[src/rtl/apb_config_master.sv]
// APB initiator: one SETUP/ACCESS transfer per accepted command, response 3+wait cycles after accept.
// Single outstanding command; cmd_ready only in IDLE, response is a one-cycle pulse with no backpressure.
module apb_config_master #(
  parameter int AW      = 16,
  parameter int DW      = 32,
  parameter int TIMEOUT = 255,
  parameter int TW      = 8
) (
  input  logic          pclk,
  input  logic          prst,
  input  logic          cmd_valid,
  output logic          cmd_ready,
  input  logic          cmd_write,
  input  logic [AW-1:0] cmd_addr,
  input  logic [DW-1:0] cmd_wdata,
  output logic          rsp_valid,
  output logic [DW-1:0] rsp_rdata,
  output logic          rsp_err,
  output logic          rsp_timeout,
  output logic [15:0]   xfer_count,
  output logic          psel,
  output logic          penable,
  output logic          pwrite,
  output logic [AW-1:0] paddr,
  output logic [DW-1:0] pwdata,
  input  logic [DW-1:0] prdata,
  input  logic          pready,
  input  logic          pslverr
);

  typedef enum logic [1:0] {IDLE, SETUP, ACCESS} state_t;

  // Abort fires in the TIMEOUT-th ACCESS cycle; counter holds (ACCESS cycles - 1).
  localparam logic [TW-1:0] TLAST = TW'((TIMEOUT == 0) ? 0 : TIMEOUT - 1);

  state_t        state;
  logic [TW-1:0] tcnt;

  assign cmd_ready = (state == IDLE) && !prst;

  always_ff @(posedge pclk) begin
    if (prst) begin
      state       <= IDLE;
      tcnt        <= '0;
      psel        <= 1'b0;
      penable     <= 1'b0;
      pwrite      <= 1'b0;
      paddr       <= '0;
      pwdata      <= '0;
      rsp_valid   <= 1'b0;
      rsp_rdata   <= '0;
      rsp_err     <= 1'b0;
      rsp_timeout <= 1'b0;
      xfer_count  <= '0;
    end else begin
      rsp_valid <= 1'b0;
      case (state)
        IDLE: begin
          // The APB address/data registers double as the command latch.
          if (cmd_valid) begin
            state   <= SETUP;
            tcnt    <= '0;
            psel    <= 1'b1;
            penable <= 1'b0;
            pwrite  <= cmd_write;
            paddr   <= cmd_addr;
            pwdata  <= cmd_write ? cmd_wdata : '0;
          end
        end
        SETUP: begin
          state   <= ACCESS;
          penable <= 1'b1;
        end
        ACCESS: begin
          if (pready) begin
            state       <= IDLE;
            psel        <= 1'b0;
            penable     <= 1'b0;
            rsp_valid   <= 1'b1;
            rsp_rdata   <= pwrite ? '0 : prdata;
            rsp_err     <= pslverr;
            rsp_timeout <= 1'b0;
            xfer_count  <= xfer_count + 16'd1;
          end else if ((TIMEOUT != 0) && (tcnt == TLAST)) begin
            state       <= IDLE;
            psel        <= 1'b0;
            penable     <= 1'b0;
            rsp_valid   <= 1'b1;
            rsp_rdata   <= '0;
            rsp_err     <= 1'b1;
            rsp_timeout <= 1'b1;
          end else begin
            tcnt <= tcnt + 1'b1;
          end
        end
        default: state <= IDLE;
      endcase
    end
  end

endmodule

[config.mk]
export PLATFORM = sky130hd
export DESIGN_NAME = apb_config_master
export DESIGN_NICKNAME = d
export VERILOG_FILES = /design/src/rtl/apb_config_master.sv
export SDC_FILE = /design/constraint.sdc
export NUM_CORES = 1
export LEC_CHECK = 0
export CORE_MARGIN = 8
export CORE_UTILIZATION = 37
export DETAILED_ROUTE_END_ITERATION = 10
export HOLD_SLACK_MARGIN = 0.06
export PLACE_DENSITY = 0.84
export SYNTH_ARGS = -nofsm -noshare
export SYNTH_HDL_FRONTEND = slang
export SYNTH_SLANG_ARGS = --single-unit
export TNS_END_PERCENT = 50
[constraint.sdc]
create_clock -name pclk -period 2.4 [get_ports pclk]
set_input_delay 0.6 -clock pclk [delete_from_list [all_inputs] [get_ports pclk]]
set_output_delay 0.6 -clock pclk [all_outputs]
set_load 0.005 [all_outputs]
==> results of run 1 <==
[layer usage]
layer | vias up | GRT usage, % | share of wire (%)
met5 | - | 0 | 0
met4 | 0 | 7.17 | 1.9
met3 | 19 | 8.14 | 11
met2 | 149 | 28.3 | 48
met1 | 1863 | 18.7 | 39
li1 | 1939 | - | -
[metrics by stage]
step                      util (%)  instances  area [um^2]
final                         59.1        775         6430
after CTS                     59.1        775         6430
after global placement        56.9        759         6190
after floorplan                  -        454         4160
after global routing          59.1        775         6430
after detailed placement      56.9        759         6190
[worst min-delay path by stage]
stage                                  startpoint                 endpoint  slack (ns)
after floorplan            pwdata[0]$_SDFFE_PP0P_   pwdata[0]$_SDFFE_PP0P_        0.45
after global placement     pwdata[3]$_SDFFE_PP0P_   pwdata[3]$_SDFFE_PP0P_        0.44
after detailed placement        psel$_SDFFE_PP0P_        psel$_SDFFE_PP0P_        0.44
after CTS                  pwdata[7]$_SDFFE_PP0P_   pwdata[7]$_SDFFE_PP0P_        0.46
after global routing      pwdata[31]$_SDFFE_PP0P_  pwdata[31]$_SDFFE_PP0P_        0.48
final                      pwdata[8]$_SDFFE_PP0P_   pwdata[8]$_SDFFE_PP0P_        0.46
[worst max-delay path: cells and delay by family (launching register included)]
kind	cells	cell delay (ns)
buffers and inverters	1	0.55
flip-flops	1	0.41
AND/OR/NAND/NOR	1	0.28
[power groups by stage]
stage	sequential, mW	clock (mW)	combinational [mW]
CTS	1.95	1.34	0.484
global route	1.96	1.41	0.521
finish	1.95	1.30	0.479
detailed placement	2.00	0	0.482
floorplan	2.00	0	0.163
global placement	1.99	0	0.471
[cells by family after synthesis]
logic type      Yosys count  synth area share [%]
mux                       3                 0.992
xor+xnor                  8                  1.68
simple gates            178                  20.9
fa+ha+maj                 3                 0.902
buf+inv                  38                  4.03
flops                   112                  53.9
compound gates          112                  17.6
[area by class of cell]
cell class	instances	area, um^2	area share [%]
flip-flops and latches	112	2240	34.9
inverters	4	15.0	0.233
well taps	140	175	2.72
repair buffers	199	2000	31.0
clock inverters	4	73.8	1.15
clock buffers	12	165	2.57
multi-input cells	304	1760	27.4
[Yosys cell counts, types with 2 or more instances]
library cell,count,area (um^2)
a21oi_1,61,305
a22o_1,32,280
a31o_2,2,17.5
a31oi_1,4,25.0
and3_1,2,12.5
buf_1,4,15.0
buf_2,8,40.0
buf_4,4,30.0
clkbuf_1,18,67.6
dfxtp_1,112,2240
ha_1,3,37.5
inv_1,4,15.0
mux2_4,2,30.0
nand2_1,76,285
nand2b_1,4,25.0
nand3_1,49,245
nand3b_1,2,15.0
nand4_1,3,18.8
nand4b_1,2,17.5
nor2_1,16,60.1
nor2b_1,2,12.5
nor3_1,7,35.0
nor4_1,2,12.5
o21ai_0,4,20.0
or3_1,2,12.5
or3_2,2,15.0
xnor2_1,6,52.6
xor2_1,2,17.5
[flip-flops by register name, indices dropped and copies added (netlist names)]
signal	flops
pwdata	32
rsp_rdata	32
pwrite	1
rsp_valid	1
state	2
rsp_timeout	1
xfer_count	16
tcnt	8
rsp_err	1
paddr	16
psel	1
penable	1
==> impl_metrics.json, run 1 <==
{
  "outcome": "finished clean",
  "yosysSeqAreaShare_pct": 53.9,
  "power.switching_mw": 0.855,
  "die-area_mm2": 0.0149,
  "core_area_mm2": 0.0109,
  "mostFrequentLayoutCell": "clkdlybuf4s50_1",
  "tns_ns": 0,
  "grt_pass1_wl_mm": 20.5,
  "overflow": 0,
  "slowest_stage": "clkdlybuf4s50_1",
  "cts_resized": 0,
  "cts_sinks": 112,
  "cts_tree": "done",
  "max_stage_delay_ns": 0.55,
  "cap_violations": 0,
  "reg2reg_from": "state[0]$_SDFFE_PP0P_",
  "num-fill-cells": 947,
  "avgSynthCellArea_um2": 9.16,
  "drtIter0Drc": 297,
  "setup_viol_count_final": 0,
  "path_cells": "nor3_1, clkdlybuf4s50_1",
  "rsz0062_at_grt": "no",
  "finClkSkew_ns": 0.00821,
  "area_growth_pct": 54.6,
  "worst_pin_slew_ns": 0.884,
  "h-tree-depth": 3,
  "finalHoldViolCount": 0,
  "gp_congestion": 0.823,
  "slew_headroom_pct": 41.1,
  "row_count": 38,
  "routed_via_density": 5.12,
  "crit_start": "state[0]$_SDFFE_PP0P_",
  "io_buffers": 188,
  "clk_transition_reported_paths_ns": 0.10,
  "crit_path_start_kind": "register",
  "nNetsFinal": 719,
  "endpoint_kind": "primary output",
  "diodes": 0,
  "synth_seq_cells": 112,
  "slew_violations": 0,
  "swShare_pct": 22.9,
  "crit_end": "cmd_ready",
  "initial_core_util_pct": 38.2,
  "yosys_most_used_dff": "dfxtp_1",
  "antenna_left": 0,
  "postSynthCellCount": 454,
  "grt_usage_pct": 17.2,
  "holdWs_ns": 0.459,
  "p_clk_share_pct": 34.8,
  "wl_mm": 12.9,
  "synth_edf_count": 0,
  "die_x_um": 122,
  "r2r_cells": 4,
  "yosys_warnings": 0,
  "grt_pass1_vias": 4013,
  "cts-root-buf": "clkbuf_8",
  "crit_type": "reg -> out",
  "vdd_drop_max_mv": 0.376,
  "comb_power_share_pct": 12.9,
  "clock_latency_ns": 0.38,
  "final.period_utilization_pct": 92.2,
  "layout_common_cells": "clkdlybuf4s50_1, dfxtp_1, nand2_1, a21oi_1, nand3_1",
  "grt_max_degree": 85,
  "synth_cell_types": 47,
  "post-place-ws_ns": 0.0875,
  "async_flop_share_pct": 0,
  "arrival_ns": 1.61,
  "setup_ws_ns": 0.187,
  "power_density_mw_per_mm2": 580,
  "p_int_mw": 2.87,
  "remaining_drc_errors": 0,
  "numCtsBuffers": 9,
  "finalCriticalPeriod_ns": 2.21,
  "die_height_um": 122,
  "post-cts-setup-buffers": 0,
  "wl_per_cell_um": 16.7,
  "holdCritPathClass": "reg -> reg",
  "total_leakage_power_nw": 2.31,
  "holdPathStages": 2,
  "vias": 3970,
  "regToRegEndpoint": "tcnt[5]$_SDFFE_PP0P_",
  "dp_hpwl_mm": 9.47,
  "syn_area_mm2": 0.00416,
  "grt_antenna_before_repair": 0,
  "cp.required_ns": 1.80,
  "first_pass_iters": 4,
  "p_seq_share_pct": 52.4,
  "clock_path_buffers": 2,
  "critPathMaxFanout": 8,
  "syn-num-nets": 543,
  "r2r_slack_ns": 0.33,
  "finalPower_mw": 3.73,
  "max_freq_mhz": 452,
  "cts_hold_buf": 0,
  "io_pins": 189,
  "drive_above_1_share_pct": 6.93
}
(Power assumes the default switching activity.)
==> run 2: changes to the inputs <==
--- a/config.mk
+++ b/config.mk
@@ -5,6 +5,7 @@
 export SDC_FILE = /design/constraint.sdc
 export NUM_CORES = 1
 export LEC_CHECK = 0
+export CAP_MARGIN = 20
 export CORE_MARGIN = 8
 export CORE_UTILIZATION = 37
 export DETAILED_ROUTE_END_ITERATION = 10
==> constraint.sdc (replaced) <==
create_clock -name pclk -period 2.3 [get_ports pclk]
set_input_delay 0.575 -clock pclk [delete_from_list [all_inputs] [get_ports pclk]]
set_output_delay 0.575 -clock pclk [all_outputs]
set_load 0.005 [all_outputs]
==> impl_metrics.json, run 2 (synthesized netlist as in run 1, its figures left out) <==
{
  "outcome": "finished clean",
  "clock_latency_ns": 0.38,
  "finalHoldViolCount": 0,
  "final.period_utilization_pct": 92.8,
  "cts_tree": "done",
  "slowest_stage": "clkdlybuf4s50_1",
  "wl_per_cell_um": 16.6,
  "finalCriticalPeriod_ns": 2.14,
  "slew_violations": 0,
  "fin_cells": 778,
  "die_x_um": 122,
  "rsz0062_at_grt": "no",
  "layout_common_cells": "clkdlybuf4s50_1, dfxtp_1, nand2_1, a21oi_1, nand3_1",
  "core_area_mm2": 0.0109,
  "die_height_um": 122,
  "num-fill-cells": 962,
  "critPathMaxFanout": 8,
  "m1WireLength_mm": 4.97,
  "h-tree-depth": 3,
  "holdCritPathClass": "reg -> reg",
  "wl_mm": 12.9,
  "max_freq_mhz": 468,
  "gp_congestion": 0.806,
  "grt_usage_pct": 17.0,
  "vdd_drop_max_mv": 0.434,
  "setup_viol_count_final": 0,
  "finClkSkew_ns": 0.00941,
  "antenna_left": 0,
  "die-area_mm2": 0.0149,
  "crit_family": "buffers and inverters",
  "vias": 3933,
  "grt_max_degree": 85,
  "remaining_drc_errors": 0,
  "first_pass_iters": 4,
  "crit_buf_inv": 1,
  "max_stage_delay_ns": 0.55,
  "power_density_mw_per_mm2": 565,
  "top_regs": "pwdata x32, rsp_rdata x32",
  "numCtsBuffers": 9,
  "area_growth_pct": 54.1,
  "cts_hold_buf": 0,
  "top_layer": "met4",
  "grt_pass1_wl_mm": 20.3,
  "crit_path_start_kind": "register",
  "dr_wl_met2_mm": 6.19,
  "tns_ns": 0,
  "cts_resized": 0,
  "grt_pass1_vias": 4081,
  "total_leakage_power_nw": 2.29,
  "endpoint_kind": "primary output",
  "crit_type": "reg -> out",
  "mostFrequentLayoutCell": "clkdlybuf4s50_1",
  "cts-root-buf": "clkbuf_8",
  "route.met3.wl_mm": 1.45,
  "io_buffers": 188,
  "dpl.cell_count": 761,
  "slew_headroom_pct": 42.1,
  "io_pins": 189,
  "cts_sinks": 112,
  "routed_via_density": 5.06,
  "path_cells": "nor3_1, clkdlybuf4s50_1",
  "cp.required_ns": 1.73,
  "clk_transition_reported_paths_ns": 0.10,
  "post-cts-setup-buffers": 0,
  "drive_above_1_share_pct": 7.06,
  "clock_path_buffers": 2,
  "dp_hpwl_mm": 9.46,
  "grt_antenna_before_repair": 0,
  "nNetsFinal": 721,
  "initial_core_util_pct": 38.2,
  "drtIter0Drc": 326,
  "worst_pin_slew_ns": 0.869,
  "overflow": 0,
  "cap_violations": 0,
  "arrival_ns": 1.56,
  "row_count": 38
}
run 2: through the flow:
step	hold slack [ns]	cell area, um^2	utilization [%]	power, mW	worst slack (ns)
floorplan	0.448	4160	-	2.25	0.475
global placement	0.437	6230	57.3	2.58	0.0826
detailed placement	0.447	6230	57.3	2.59	0.0696
CTS	0.460	6410	58.8	3.68	0.137
global route	0.482	6410	58.8	3.78	0.0757
finish	0.457	6410	58.9	3.62	0.165
run 2: tightest hold or removal path: stages, from the launching register on:
cell and delay, ns:
dfxtp_1 0.32, nand2_1 0.05, a21oi_1 0.05
run 2: layer usage:
| layer | GRT usage [%] | vias up |
|---|---|---|
| li1 | - | 1944 |
| met1 | 18.0 | 1823 |
| met2 | 28.5 | 145 |
| met3 | 9.39 | 21 |
| met4 | 5.09 | 0 |
| met5 | 0 | - |
run 2: final cells by class:
cell class              count  area (um^2)  share of cell area [%]
diodes                      1         2.50                  0.0390
clock buffers              11          141                    2.21
clock inverters             5         32.5                   0.508
inverters                   4         15.0                   0.234
multi-input cells         304         1760                    27.5
flip-flops and latches    112         2240                    35.0
well taps                 140          175                    2.73
repair buffers            201         2040                    31.8
run 2: where the power goes:
part | switching, mW | internal [mW]
Combinational | 0.206 | 0.300
Clock | 0.656 | 0.421
Sequential | 0.0372 | 2.00
run 2: final timing paths:
kind | endpoint | slack [ns] | from | cells after the start
max | cmd_ready | 0.16 | state[0]$_SDFFE_PP0P_ | 2
min reg2reg | paddr[11]$_SDFFE_PP0P_ | 0.46 | paddr[11]$_SDFFE_PP0P_ | 2
max reg2reg | rsp_rdata[15]$_SDFFE_PP0P_ | 0.30 | state[0]$_SDFFE_PP0P_ | 5
min | paddr[11]$_SDFFE_PP0P_ | 0.46 | paddr[11]$_SDFFE_PP0P_ | 2
